File: src/rtl/gear_selector_if.sv
// rtl/gear_selector_if.sv - lever inputs, interlock inputs and gear outputs of gear_selector
interface gear_selector_if;
  logic       i_engine_on;
  logic [7:0] i_speed;
  logic       i_is_brake;
  logic       i_btn_up;
  logic       i_btn_down;
  logic       i_btn_low;
  logic       i_btn_plus;
  logic       i_btn_minus;
  logic [3:0] o_current_gear;
  logic       o_is_low_gear_mode;
  logic [2:0] o_max_gear_limit;
  logic       o_shift_reject;

  modport master (
    output i_engine_on, i_speed, i_is_brake,
    output i_btn_up, i_btn_down, i_btn_low, i_btn_plus, i_btn_minus,
    input  o_current_gear, o_is_low_gear_mode, o_max_gear_limit, o_shift_reject
  );

  modport slave (
    input  i_engine_on, i_speed, i_is_brake,
    input  i_btn_up, i_btn_down, i_btn_low, i_btn_plus, i_btn_minus,
    output o_current_gear, o_is_low_gear_mode, o_max_gear_limit, o_shift_reject
  );
endinterface

File: src/rtl/gear_selector.sv
// rtl/gear_selector.sv - debounced shift lever with P/R/N/D interlocks and low-gear limit control
module gear_selector #(
  parameter int              DB_W            = 20,
  parameter logic [DB_W-1:0] DEBOUNCE_CYCLES = 20'd500000,
  parameter logic [7:0]      LIM1_SPD        = 8'd35,
  parameter logic [7:0]      LIM2_SPD        = 8'd65,
  parameter logic [7:0]      LIM3_SPD        = 8'd95
) (
  input  logic            i_clk,
  input  logic            i_rst_n,
  gear_selector_if.slave  io
);

  localparam int BTN_UP    = 0;
  localparam int BTN_DOWN  = 1;
  localparam int BTN_LOW   = 2;
  localparam int BTN_PLUS  = 3;
  localparam int BTN_MINUS = 4;

  typedef enum logic [3:0] {
    ST_P = 4'd3,
    ST_R = 4'd6,
    ST_N = 4'd9,
    ST_D = 4'd12
  } gear_e;

  logic [4:0]      w_raw;
  logic [4:0]      r_sync1, r_sync2, r_db, r_db_q, r_armed, r_press;
  logic [DB_W-1:0] r_cnt [5];
  logic [1:0]      r_vld;

  assign w_raw = {io.i_btn_minus, io.i_btn_plus, io.i_btn_low, io.i_btn_down, io.i_btn_up};

  // A button only arms once it has been seen released after reset, so a lever
  // held through reset cannot fire a press when reset lifts.
  always_ff @(posedge i_clk or negedge i_rst_n) begin
    if (!i_rst_n) begin
      r_sync1 <= '0;
      r_sync2 <= '0;
      r_db    <= '0;
      r_db_q  <= '0;
      r_armed <= '0;
      r_press <= '0;
      r_vld   <= '0;
      for (int i = 0; i < 5; i++) r_cnt[i] <= '0;
    end else begin
      r_sync1 <= w_raw;
      r_sync2 <= r_sync1;
      r_vld   <= {r_vld[0], 1'b1};
      r_db_q  <= r_db;
      r_press <= r_db & ~r_db_q & r_armed;
      r_armed <= r_armed | ({5{r_vld[1]}} & ~r_sync2 & ~r_db);
      for (int i = 0; i < 5; i++) begin
        if (r_sync2[i] == r_db[i]) begin
          r_cnt[i] <= '0;
        end else if (r_cnt[i] == DEBOUNCE_CYCLES - 1'b1) begin
          r_db[i]  <= ~r_db[i];
          r_cnt[i] <= '0;
        end else begin
          r_cnt[i] <= r_cnt[i] + 1'b1;
        end
      end
    end
  end

  gear_e      r_gear, w_gear_nxt;
  logic       r_low, w_low_nxt;
  logic [2:0] r_lim, w_lim_nxt;
  logic       r_rej, w_rej_nxt;
  logic       w_spd0, w_park, w_pr_ok;
  logic [2:0] w_lim_tgt;
  logic [7:0] w_tgt_spd;

  always_ff @(posedge i_clk or negedge i_rst_n) begin
    if (!i_rst_n) begin
      r_gear <= ST_P;
      r_low  <= 1'b0;
      r_lim  <= 3'd6;
      r_rej  <= 1'b0;
    end else begin
      r_gear <= w_gear_nxt;
      r_low  <= w_low_nxt;
      r_lim  <= w_lim_nxt;
      r_rej  <= w_rej_nxt;
    end
  end

  always_comb begin
    w_gear_nxt = r_gear;
    w_low_nxt  = r_low;
    w_lim_nxt  = r_lim;
    w_rej_nxt  = 1'b0;
    w_spd0     = (io.i_speed == 8'd0);
    w_park     = ~io.i_engine_on & w_spd0;
    w_pr_ok    = io.i_engine_on & io.i_is_brake & w_spd0;
    w_lim_tgt  = r_press[BTN_PLUS] ? r_lim + 3'd1 : r_lim - 3'd1;
    w_tgt_spd  = (w_lim_tgt == 3'd1) ? LIM1_SPD :
                 (w_lim_tgt == 3'd2) ? LIM2_SPD : LIM3_SPD;

    if (w_park) begin
      w_gear_nxt = ST_P;
      w_low_nxt  = 1'b0;
      w_lim_nxt  = 3'd6;
    end else if (r_press[BTN_UP] | r_press[BTN_DOWN]) begin
      if (r_press[BTN_UP] & r_press[BTN_DOWN]) begin
        w_rej_nxt = 1'b1;
      end else if (r_press[BTN_DOWN]) begin
        case (r_gear)
          ST_P:    if (w_pr_ok) w_gear_nxt = ST_R; else w_rej_nxt = 1'b1;
          ST_R:    w_gear_nxt = ST_N;
          ST_N:    if (io.i_engine_on) w_gear_nxt = ST_D; else w_rej_nxt = 1'b1;
          default: w_rej_nxt = 1'b1;
        endcase
      end else begin
        case (r_gear)
          ST_P:    w_rej_nxt = 1'b1;
          ST_R:    if (w_spd0) w_gear_nxt = ST_P; else w_rej_nxt = 1'b1;
          ST_N:    if (w_pr_ok) w_gear_nxt = ST_R; else w_rej_nxt = 1'b1;
          default: begin
            w_gear_nxt = ST_N;
            w_low_nxt  = 1'b0;
            w_lim_nxt  = 3'd6;
          end
        endcase
      end
    end else if (r_press[BTN_LOW]) begin
      if (r_gear != ST_D) begin
        w_rej_nxt = 1'b1;
      end else if (r_low) begin
        w_low_nxt = 1'b0;
        w_lim_nxt = 3'd6;
      end else if (io.i_speed <= LIM3_SPD) begin
        w_low_nxt = 1'b1;
        w_lim_nxt = 3'd3;
      end else begin
        w_rej_nxt = 1'b1;
      end
    end else if (r_press[BTN_PLUS] | r_press[BTN_MINUS]) begin
      // Simultaneous plus and minus is ambiguous and refused like up+down.
      if ((r_press[BTN_PLUS] & r_press[BTN_MINUS]) | ~r_low) w_rej_nxt = 1'b1;
      else if (r_press[BTN_PLUS] && r_lim == 3'd3)           w_rej_nxt = 1'b1;
      else if (r_press[BTN_MINUS] && r_lim == 3'd1)          w_rej_nxt = 1'b1;
      else if (io.i_speed > w_tgt_spd)                       w_rej_nxt = 1'b1;
      else                                                   w_lim_nxt = w_lim_tgt;
    end
  end

  assign io.o_current_gear     = r_gear;
  assign io.o_is_low_gear_mode = r_low;
  assign io.o_max_gear_limit   = r_lim;
  assign io.o_shift_reject     = r_rej;

endmodule
File: src/flat_wrapper.sv
// flat-port wrapper written by rule: the top's interface ports become plain ports
module gear_selector_flat 
#(
  parameter int              DB_W            = 20,
  parameter logic [DB_W-1:0] DEBOUNCE_CYCLES = 20'd500000,
  parameter logic [7:0]      LIM1_SPD        = 8'd35,
  parameter logic [7:0]      LIM2_SPD        = 8'd65,
  parameter logic [7:0]      LIM3_SPD        = 8'd95
)
  (i_clk, i_rst_n, io_i_engine_on, io_i_speed, io_i_is_brake, io_i_btn_up, io_i_btn_down, io_i_btn_low, io_i_btn_plus, io_i_btn_minus, io_o_current_gear, io_o_is_low_gear_mode, io_o_max_gear_limit, io_o_shift_reject);
  gear_selector_if io_i ();
  input  logic i_clk;
  input  logic i_rst_n;
  input wire logic [$bits(io_i.i_engine_on)-1:0] io_i_engine_on;
  input wire logic [$bits(io_i.i_speed)-1:0] io_i_speed;
  input wire logic [$bits(io_i.i_is_brake)-1:0] io_i_is_brake;
  input wire logic [$bits(io_i.i_btn_up)-1:0] io_i_btn_up;
  input wire logic [$bits(io_i.i_btn_down)-1:0] io_i_btn_down;
  input wire logic [$bits(io_i.i_btn_low)-1:0] io_i_btn_low;
  input wire logic [$bits(io_i.i_btn_plus)-1:0] io_i_btn_plus;
  input wire logic [$bits(io_i.i_btn_minus)-1:0] io_i_btn_minus;
  output wire logic [$bits(io_i.o_current_gear)-1:0] io_o_current_gear;
  output wire logic [$bits(io_i.o_is_low_gear_mode)-1:0] io_o_is_low_gear_mode;
  output wire logic [$bits(io_i.o_max_gear_limit)-1:0] io_o_max_gear_limit;
  output wire logic [$bits(io_i.o_shift_reject)-1:0] io_o_shift_reject;
  assign io_i.i_engine_on = io_i_engine_on;
  assign io_i.i_speed = io_i_speed;
  assign io_i.i_is_brake = io_i_is_brake;
  assign io_i.i_btn_up = io_i_btn_up;
  assign io_i.i_btn_down = io_i_btn_down;
  assign io_i.i_btn_low = io_i_btn_low;
  assign io_i.i_btn_plus = io_i_btn_plus;
  assign io_i.i_btn_minus = io_i_btn_minus;
  assign io_o_current_gear = io_i.o_current_gear;
  assign io_o_is_low_gear_mode = io_i.o_is_low_gear_mode;
  assign io_o_max_gear_limit = io_i.o_max_gear_limit;
  assign io_o_shift_reject = io_i.o_shift_reject;
  gear_selector #(.DB_W(DB_W), .DEBOUNCE_CYCLES(DEBOUNCE_CYCLES), .LIM1_SPD(LIM1_SPD), .LIM2_SPD(LIM2_SPD), .LIM3_SPD(LIM3_SPD)) u_core (.i_clk(i_clk), .i_rst_n(i_rst_n), .io(io_i));
endmodule
File: config.mk
export PLATFORM = sky130hd
export DESIGN_NAME = gear_selector_flat
export DESIGN_NICKNAME = d
export VERILOG_FILES = /design/src/rtl/gear_selector_if.sv /design/src/rtl/gear_selector.sv /design/src/flat_wrapper.sv
export SDC_FILE = /design/constraint.sdc
export NUM_CORES = 1
export LEC_CHECK = 0
export CAP_MARGIN = 5
export CELL_PAD_IN_SITES_DETAIL_PLACEMENT = 0
export CELL_PAD_IN_SITES_GLOBAL_PLACEMENT = 2
export CORE_ASPECT_RATIO = 1.2
export CORE_UTILIZATION = 43
export DETAILED_ROUTE_END_ITERATION = 10
export PLACE_DENSITY_LB_ADDON = 0.1
export SKIP_CTS_REPAIR_TIMING = 1
export SLEW_MARGIN = 20
export SYNTH_ARGS = -nofsm -noshare
export SYNTH_HDL_FRONTEND = slang
export SYNTH_SLANG_ARGS = --single-unit
File: constraint.sdc
create_clock -name i_clk -period 5.6 [get_ports i_clk]
set_input_delay 0.56 -clock i_clk [delete_from_list [all_inputs] [get_ports i_clk]]
set_output_delay 0.56 -clock i_clk [all_outputs]
set_load 0.01 [all_outputs]
==> impl_metrics.ini, run 1 <==
[worst_hold_path]
hp-class = in -> async

[power]
p_total_mw = 2.43
p_per_area_nw_per_um2 = 311
leakagePower_nw = 3.40
peakVddDrop_mv = 0.211

[yosys]
ys_ff_latch = 141
syn-instance-count = 666
synth_top_family_by_area = simple AND/OR/NAND/NOR gates
synthAdderAreaFrac = 0.0280
synth-xor-area-share = 0.120
syn_nets = 698
synth_ff_type = dfrtp_1
synth-simple-area-share = 0.237
synth-async-reset-ratio = 1.00
ys_types = 50
synth_edf_count = 0
ys.warnings.count = 0
synth_compound_area_frac = 0.0504
yosysSeqAreaShare = 0.527
syn_area_um2 = 6700
synth.avg_cell_area_um2 = 10.1
synthMuxAreaShare = 0.00840

[setup_path]
required_ns = 5.93
r2r-start = u_core.io.o_max_gear_limit[1]$_DFFE_PN1P_
end_kind = flip-flop
critPathLaunch = u_core.io.o_max_gear_limit[1]$_DFFE_PN1P_
critical_path.max_fanout = 4
crit_type = reg -> reg
startpoint_type = flip-flop
worstPathArrival_ns = 3.60

[drt]
vias = 4660
viasPerCell = 5.09
ant_nets = 0
drc = 0
dr.pass1.iters = 4
drtIter0Drc = 186
routedWlPerCell_um = 13.3
finalWirelength_um = 12200

[final_layout]
layout_common_cells = dfrtp_1 (137), nor2_1 (133), xor2_1 (54)
multi_input_comb_area_um2 = 2980
drive_gt1_frac = 0.0816
syn_to_final_growth_pct = 16.6
fin_cells = 915
final_common_cell = dfrtp_1
final_nets = 730
fill_cells = 1414
seqCellArea_um2 = 3530
finalInstanceArea_um2 = 7810
n_antenna_cell = 0
utilization = 0.518

[die]
dieWidth_um = 116
die_area_um2 = 16100
dieHeight_um = 139
ioPinCount = 26
coreArea_um2 = 15100
start_util = 0.444
row_count = 49

[job]
maxCapViolations = 0

[place]
dpl_cell_area_um2 = 7110
place_ws_ns = 2.33
port_buffers = 25
gp_congestion = 0.761
dpl.hpwl_um = 8220
dp_cells = 882

[global_routing]
track_usage = 0.171
grt_use_met1 = 0.212
grt_antenna_before_repair = 0
busiest_layer = met2
overflow = 0
grt_util_met2 = 0.275
met3_usage = 0.0472
grt_pass1_wl_um = 21600
grt_max_degree = 108
grt_pass1_vias = 4766

[sta]
finalSetupViolCount = 0
timing.final.crit_share = 0.583
setup_ws_ns = 2.33
skew_ns = 0.00914
hold_viol = 0
slew_violations = 0
fmax_mhz = 306
rsz0062_at_grt = false
slew_headroom = 0.527
hold_slack_ns = 0.00993
worst_pin_slew_ns = 0.704
finalSetupTns_ns = 0
min_period_ns = 3.27

[cts]
cts_buffers = 17
cts.sinks = 141
cts_tree = built
cts_root_buf = clkbuf_16
cts_buffer_depth = 2
path_clk_slew_ns = 0.06
clock_latency_ns = 0.42
h-tree-depth = 4

[outcome]
outcome = finished, final reports clean
==> synthesized netlist by cell type, drive strengths merged, types with 3 or more instances <==
cell type | n | area (um^2)
a21o | 5 | 37.5
a21oi | 18 | 90.1
and3 | 18 | 113
buf | 9 | 87.6
clkbuf | 5 | 18.8
dfrtp | 137 | 3430
dfstp | 4 | 105
ha | 15 | 188
inv | 22 | 82.6
mux2 | 5 | 56.3
nand2 | 43 | 161
nand3 | 43 | 215
nand4 | 20 | 125
nor2 | 133 | 499
nor2b | 3 | 18.8
nor3 | 13 | 76.3
nor3b | 3 | 22.5
nor4 | 8 | 75.1
o211ai | 3 | 22.5
o21ai | 13 | 65.1
or2 | 8 | 50.1
or3 | 11 | 68.8
or4 | 8 | 67.6
xnor2 | 38 | 333
xor2 | 54 | 473
==> kinds of logic (layout without fill, tap and decap cells) <==
family | count (synthesis) | count (layout)
buffers and inverters | 36 | 81
AO/OA/AOI/OAI | 54 | 54
other | 1 | 1
XOR/XNOR | 92 | 92
AND/OR/NAND/NOR | 322 | 322
flip-flops | 141 | 141
adder cells (fa/ha/maj) | 15 | 15
multiplexers | 5 | 5
==> worst max-delay path, stage by stage, from the launching register on <==
cell      delay [ns]
dfstp_2         0.55
inv_1           0.06
ha_1            0.18
xor2_1          0.18
nor2_1          0.08
nand2_1         0.07
o21ai_0         0.08
nand2_1         0.13
nand2b_1        0.12
ha_1            0.29
nand3_1         0.07
or4_1           0.49
o21ai_0         0.12
a31oi_1         0.17
or4_1           0.48
o211ai_1        0.10
==> layout make-up <==
type	count	share of cell area
well taps	204	0.0327
repair buffers	27	0.0367
flip-flops and latches	141	0.452
inverters	22	0.0106
clock buffers	22	0.0620
multi-input cells	489	0.382
clock inverters	10	0.0236
==> path summary, 6_finish.rpt <==
kind / slack, ns / end / depth (start not counted)
max: 2.33 / u_core.io.o_max_gear_limit[0]$_DFFE_PN0P_ / 15
min: 0.01 / u_core.r_cnt[12]$_DFF_PN0_ / 1
max reg2reg: 2.33 / u_core.io.o_max_gear_limit[0]$_DFFE_PN0P_ / 15
min reg2reg: 0.35 / u_core.r_sync2[0]$_DFF_PN0_ / 0
max in group asynchronous: 4.37 / u_core.io.o_max_gear_limit[1]$_DFFE_PN1P_ / 3
min in group i_clk: 0.35 / u_core.r_sync2[0]$_DFF_PN0_ / 0
==> power breakdown <==
part	internal (mW)	switching (mW)	leakage, nW
Clock	0.837	0.415	0.322
Sequential	1.04	0.0166	1.88
Combinational	0.0506	0.0715	1.19
Total	1.93	0.503	3.40
==> state kept, by name, summed over array words and instances (netlist names) <==
| name | cells |
|---|---|
| u_core.io.o_current_gear | 4 |
| u_core.io.o_shift_reject | 1 |
| u_core.r_db | 5 |
| u_core.r_press | 5 |
| u_core.io.o_is_low_gear_mode | 1 |
| u_core.r_sync2 | 5 |
| u_core.r_sync1 | 5 |
| u_core.r_cnt | 100 |
| u_core.r_db_q | 5 |
| u_core.r_armed | 5 |
| u_core.r_vld | 2 |
| u_core.io.o_max_gear_limit | 3 |
==> metal layers <==
metal,wire (um),vias to the layer above,part of all wire
li1,-,2324,-
met1,5610,2263,0.46
met2,5940,51,0.49
met3,385,22,0.032
met4,280,0,0.023
met5,0,-,0
Power figures use the tool's default switching activity.
==> run 2: changes to the inputs <==
--- a/config.mk
+++ b/config.mk
@@ -9,7 +9,7 @@
 export CELL_PAD_IN_SITES_DETAIL_PLACEMENT = 0
 export CELL_PAD_IN_SITES_GLOBAL_PLACEMENT = 2
 export CORE_ASPECT_RATIO = 1.2
-export CORE_UTILIZATION = 43
+export CORE_UTILIZATION = 40
 export DETAILED_ROUTE_END_ITERATION = 10
 export PLACE_DENSITY_LB_ADDON = 0.1
 export SKIP_CTS_REPAIR_TIMING = 1
==> constraint.sdc (replaced) <==
create_clock -name i_clk -period 3.35 [get_ports i_clk]
set_input_delay 0.335 -clock i_clk [delete_from_list [all_inputs] [get_ports i_clk]]
set_output_delay 0.335 -clock i_clk [all_outputs]
set_load 0.01 [all_outputs]
==> impl_metrics.ini, run 2 (same netlist as run 1, synthesis figures left out) <==
[final_layout]
drive_gt1_frac = 0.0924
n_antenna_cell = 0
syn_to_final_growth_pct = 16.6
final_nets = 733
utilization = 0.480
final_common_cell = dfrtp_1
top_register = u_core.r_cnt
layout_common_cells = dfrtp_1 (137), nor2_1 (133), xor2_1 (53)
largest_reg_flops = 100

[setup_path]
startpoint_type = flip-flop
crit_type = reg -> reg
worstPathArrival_ns = 3.55
required_ns = 3.68
critical_path.max_fanout = 5
end_kind = flip-flop

[power]
p_sw_uw = 879
peakVddDrop_mv = 0.356
p_seq_frac = 0.459
p_per_area_nw_per_um2 = 492
swShare = 0.229
comb_power_share = 0.056
clkPwrFrac = 0.485
leakagePower_nw = 3.37
p_int_mw = 2.96

[place]
port_buffers = 25
gp_congestion = 0.778
dpl.hpwl_um = 8660

[cts]
cts_buffer_depth = 2
cts_root_buf = clkbuf_16
h-tree-depth = 4
cts_buffers = 17
cts_tree = built
path_clk_slew_ns = 0.06
clock_latency_ns = 0.42
cts.sinks = 141

[worst_hold_path]
hp-class = reg -> reg

[die]
ioPinCount = 26
die_area_um2 = 17300
coreArea_um2 = 16300
start_util = 0.412
dieWidth_um = 120
row_count = 51
dieHeight_um = 144

[job]
maxCapViolations = 0

[sta]
finalSetupViolCount = 0
min_period_ns = 3.22
timing.final.crit_share = 0.960
hold_viol = 0
rsz0062_at_grt = true
worst_pin_slew_ns = 0.664
slew_violations = 0
hold_slack_ns = 0.347
slew_headroom = 0.554
finalSetupTns_ns = 0
fmax_mhz = 311
skew_ns = 0.00737

[global_routing]
grt_pass1_wl_um = 22400
grt_pass1_vias = 5000
grt_use_met1 = 0.190
met3_usage = 0.0341
track_usage = 0.163
grt_max_degree = 62
overflow = 0
grt_antenna_before_repair = 0
grt_util_met2 = 0.286
busiest_layer = met2

[drt]
ant_nets = 0
routedWlPerCell_um = 13.5
drtIter0Drc = 198
dr.pass1.iters = 4
viasPerCell = 5.11
finalWirelength_um = 12500
drc = 0
vias = 4732

[outcome]
outcome = finished, final reports clean
## run 2: final timing paths
path                            cells past startpoint                                       from                                         to  slack [ns]
max in group asynchronous                           3                                    i_rst_n    u_core.io.o_current_gear[1]$_DFFE_PN1P_        2.12
worst min register to register                      0                u_core.r_sync1[4]$_DFF_PN0_                u_core.r_sync2[4]$_DFF_PN0_        0.35
worst max register to register                     13  u_core.io.o_max_gear_limit[1]$_DFFE_PN1P_  u_core.io.o_max_gear_limit[0]$_DFFE_PN0P_        0.13
min in group asynchronous                           2                                    i_rst_n                 u_core.r_cnt[11]$_DFF_PN0_        0.45
worst max-delay path                               13  u_core.io.o_max_gear_limit[1]$_DFFE_PN1P_  u_core.io.o_max_gear_limit[0]$_DFFE_PN0P_        0.13
worst min-delay path                                0                u_core.r_sync1[4]$_DFF_PN0_                u_core.r_sync2[4]$_DFF_PN0_        0.35
## run 2: metrics by stage
stage	total power, mW	instances	instance area [um^2]	setup slack, ns
6_report	3.84	926	7810	0.135
5_1_grt	4.00	926	7810	-0.0585
4_1_cts	3.89	924	7740	0.0771
3_5_place_dp	2.00	892	7140	0.0971
3_3_place_gp	2.00	892	7140	0.121
2_1_floorplan	1.91	666	6700	0.272
## run 2: area by class of cell
cell class,instances,area (um^2)
Fill cell,1577,8460
Sequential cell,141,3530
Multi-Input combinational cell,489,3030
Clock buffer,20,457
Timing Repair Buffer,30,304
Tap cell,212,265
Clock inverter,12,139
Inverter,22,82.6
## run 2: layer usage
metal  vias to the layer above  wire length (um)
li1                       2338                 -
met1                      2314              5580
met2                        59              6320
met3                        21               350
met4                         0               255
met5                         -                 0
## run 2: critical path, cell delays in order, from the launching register on
cell	delay, ns
dfstp_2	0.56
inv_1	0.07
ha_2	0.37
nor3_1	0.06
a31oi_1	0.14
nor2_1	0.07
nand2b_1	0.18
ha_1	0.31
nand3_2	0.07
or4_4	0.53
o21ai_4	0.09
a31oi_4	0.11
or4_1	0.48
o211ai_1	0.09
## run 2: power groups by stage
| stage | Combinational [mW] | Sequential, mW | Clock [mW] |
|---|---|---|---|
| floorplan | 0.117 | 1.79 | 0 |
| global placement | 0.205 | 1.79 | 0 |
| detailed placement | 0.210 | 1.79 | 0 |
| CTS | 0.211 | 1.76 | 1.92 |
| global route | 0.250 | 1.77 | 1.99 |
| finish | 0.215 | 1.76 | 1.86 |
==> run 3: changes to the inputs <==
--- a/config.mk
+++ b/config.mk
@@ -12,7 +12,6 @@
 export CORE_UTILIZATION = 40
 export DETAILED_ROUTE_END_ITERATION = 10
 export PLACE_DENSITY_LB_ADDON = 0.1
-export SKIP_CTS_REPAIR_TIMING = 1
 export SLEW_MARGIN = 20
 export SYNTH_ARGS = -nofsm -noshare
 export SYNTH_HDL_FRONTEND = slang
==> impl_metrics.ini, run 3 (same netlist as run 1, synthesis figures left out) <==
[outcome]
outcome = finished, final reports clean

[final_layout]
layout_common_cells = dfrtp_1 (137), nor2_1 (133), xor2_1 (53)
largest_reg_flops = 100
finalInstanceArea_um2 = 7810
top_register = u_core.r_cnt
syn_to_final_growth_pct = 16.6
fin_cells = 926
n_antenna_cell = 0
final_common_cell = dfrtp_1
drive_gt1_frac = 0.0924
fill_cells = 1577
final_nets = 733

[sta]
slew_violations = 0
hold_slack_ns = 0.347
skew_ns = 0.00737
timing.final.crit_share = 0.958
fmax_mhz = 312
worst_pin_slew_ns = 0.664
finalSetupViolCount = 0
rsz0062_at_grt = true
slew_headroom = 0.554
min_period_ns = 3.21
finalSetupTns_ns = 0
hold_viol = 0

[drt]
finalWirelength_um = 12500
drtIter0Drc = 178
routedWlPerCell_um = 13.5
vias = 4726
viasPerCell = 5.10
drc = 0
dr.pass1.iters = 4
ant_nets = 0

[setup_path]
worstPathArrival_ns = 3.54
required_ns = 3.68
path_buf_inv = 1
crit_type = reg -> reg
critical_path.max_fanout = 5
slowest_stage = dfstp_2
startpoint_type = flip-flop
critPathMaxStageDelay_ns = 0.56
cpLargestDelayFamily = simple AND/OR/NAND/NOR gates
crit_chain = inv_1 > ha_2 > nor3_1 > a31oi_1 > nor2_1 > nand2b_1 > ha_1 > nand3_2 > or4_4 > o21ai_4 > a31oi_4 > or4_1 > o211ai_1
end_kind = flip-flop

[power]
peakVddDrop_mv = 0.356
p_seq_frac = 0.459
p_int_mw = 2.96
leakagePower_nw = 3.37
p_total_mw = 3.84
comb_power_share = 0.056
p_sw_uw = 880
swShare = 0.229
p_per_area_nw_per_um2 = 492
clkPwrFrac = 0.485

[die]
dieHeight_um = 144
row_count = 51
coreArea_um2 = 16300
start_util = 0.412
dieWidth_um = 120
die_area_um2 = 17300
ioPinCount = 26

[cts]
clock_latency_ns = 0.42
h-tree-depth = 4
cts_tree = built
cts_buffer_depth = 2
cts.sinks = 141
cts_buffers = 17
cts_root_buf = clkbuf_16
path_clk_slew_ns = 0.06

[global_routing]
grt_antenna_before_repair = 0
grt_pass1_vias = 5000
grt_pass1_wl_um = 22400
grt_max_degree = 62
track_usage = 0.163
overflow = 0

[worst_hold_path]
hp-class = reg -> reg

[place]
dp_cells = 892
dpl.hpwl_um = 8660
gp_congestion = 0.778
dpl_cell_area_um2 = 7140
port_buffers = 25

[job]
maxCapViolations = 0
[run 3: cell counts in the layout (fill, tap and decap cells not counted)]
No cell type changed its count.
[run 3: power by group through the flow]
stage               logic, mW  registers [mW]  clock network (mW)
CTS                     0.212            1.76                1.92
floorplan               0.117            1.79                   0
finish                  0.215            1.76                1.86
detailed placement      0.210            1.79                   0
global placement        0.205            1.79                   0
global route            0.250            1.77                1.99
[run 3: worst reg2reg max path, stage by stage (launching register included)]
cell and delay, ns:
dfstp_2 0.56, inv_1 0.07, ha_2 0.37, nor3_1 0.06
a31oi_1 0.14, nor2_1 0.07, nand2b_1 0.18, ha_1 0.31
nand3_2 0.07, or4_4 0.53, o21ai_4 0.10, a31oi_4 0.11
or4_1 0.48, o211ai_1 0.09
[run 3: repair_timing]
| action | CTS | global route |
|---|---|---|
| endpoints found under the hold margin | 59 | 0 |
| endpoints found under the setup margin | 0 | 4 |
| buffers inserted | 0 | 1 |
| hold buffers | 1 | 0 |
| resized for setup | 0 | 11 |
[run 3: routing by layer]
metal | GRT usage | vias to the layer above | part of all wire
met2 | 0.286 | 55 | 0.51
met1 | 0.190 | 2315 | 0.45
met5 | 0 | - | 0
met4 | 0.0770 | 0 | 0.019
met3 | 0.0337 | 19 | 0.027
li1 | - | 2337 | -
[run 3: final timing paths]
kind	endpoint	startpoint	slack [ns]	depth (start not counted)
max	u_core.io.o_max_gear_limit[0]$_DFFE_PN0P_	u_core.io.o_max_gear_limit[1]$_DFFE_PN1P_	0.14	13
min	u_core.r_sync2[4]$_DFF_PN0_	u_core.r_sync1[4]$_DFF_PN0_	0.35	0
max reg2reg	u_core.io.o_max_gear_limit[0]$_DFFE_PN0P_	u_core.io.o_max_gear_limit[1]$_DFFE_PN1P_	0.14	13
min reg2reg	u_core.r_sync2[4]$_DFF_PN0_	u_core.r_sync1[4]$_DFF_PN0_	0.35	0
max in group asynchronous	u_core.io.o_current_gear[1]$_DFFE_PN1P_	i_rst_n	2.12	3
min in group asynchronous	u_core.r_cnt[11]$_DFF_PN0_	i_rst_n	0.45	2
[run 3: per-stage QoR]
step,setup WS (ns),util
after global placement,0.121,0.439
after detailed placement,0.0971,0.439
after global routing,-0.0585,0.480
after floorplan,0.272,-
final,0.140,0.480
after CTS,0.0771,0.476
[run 3: final cells by class]
type	instances	area [um^2]	share of cell area
multi-input cells	489	3030	0.388
inverters	22	82.6	0.0106
clock inverters	12	139	0.0178
repair buffers	30	304	0.0389
clock buffers	20	457	0.0585
well taps	212	265	0.0340
flip-flops and latches	141	3530	0.452
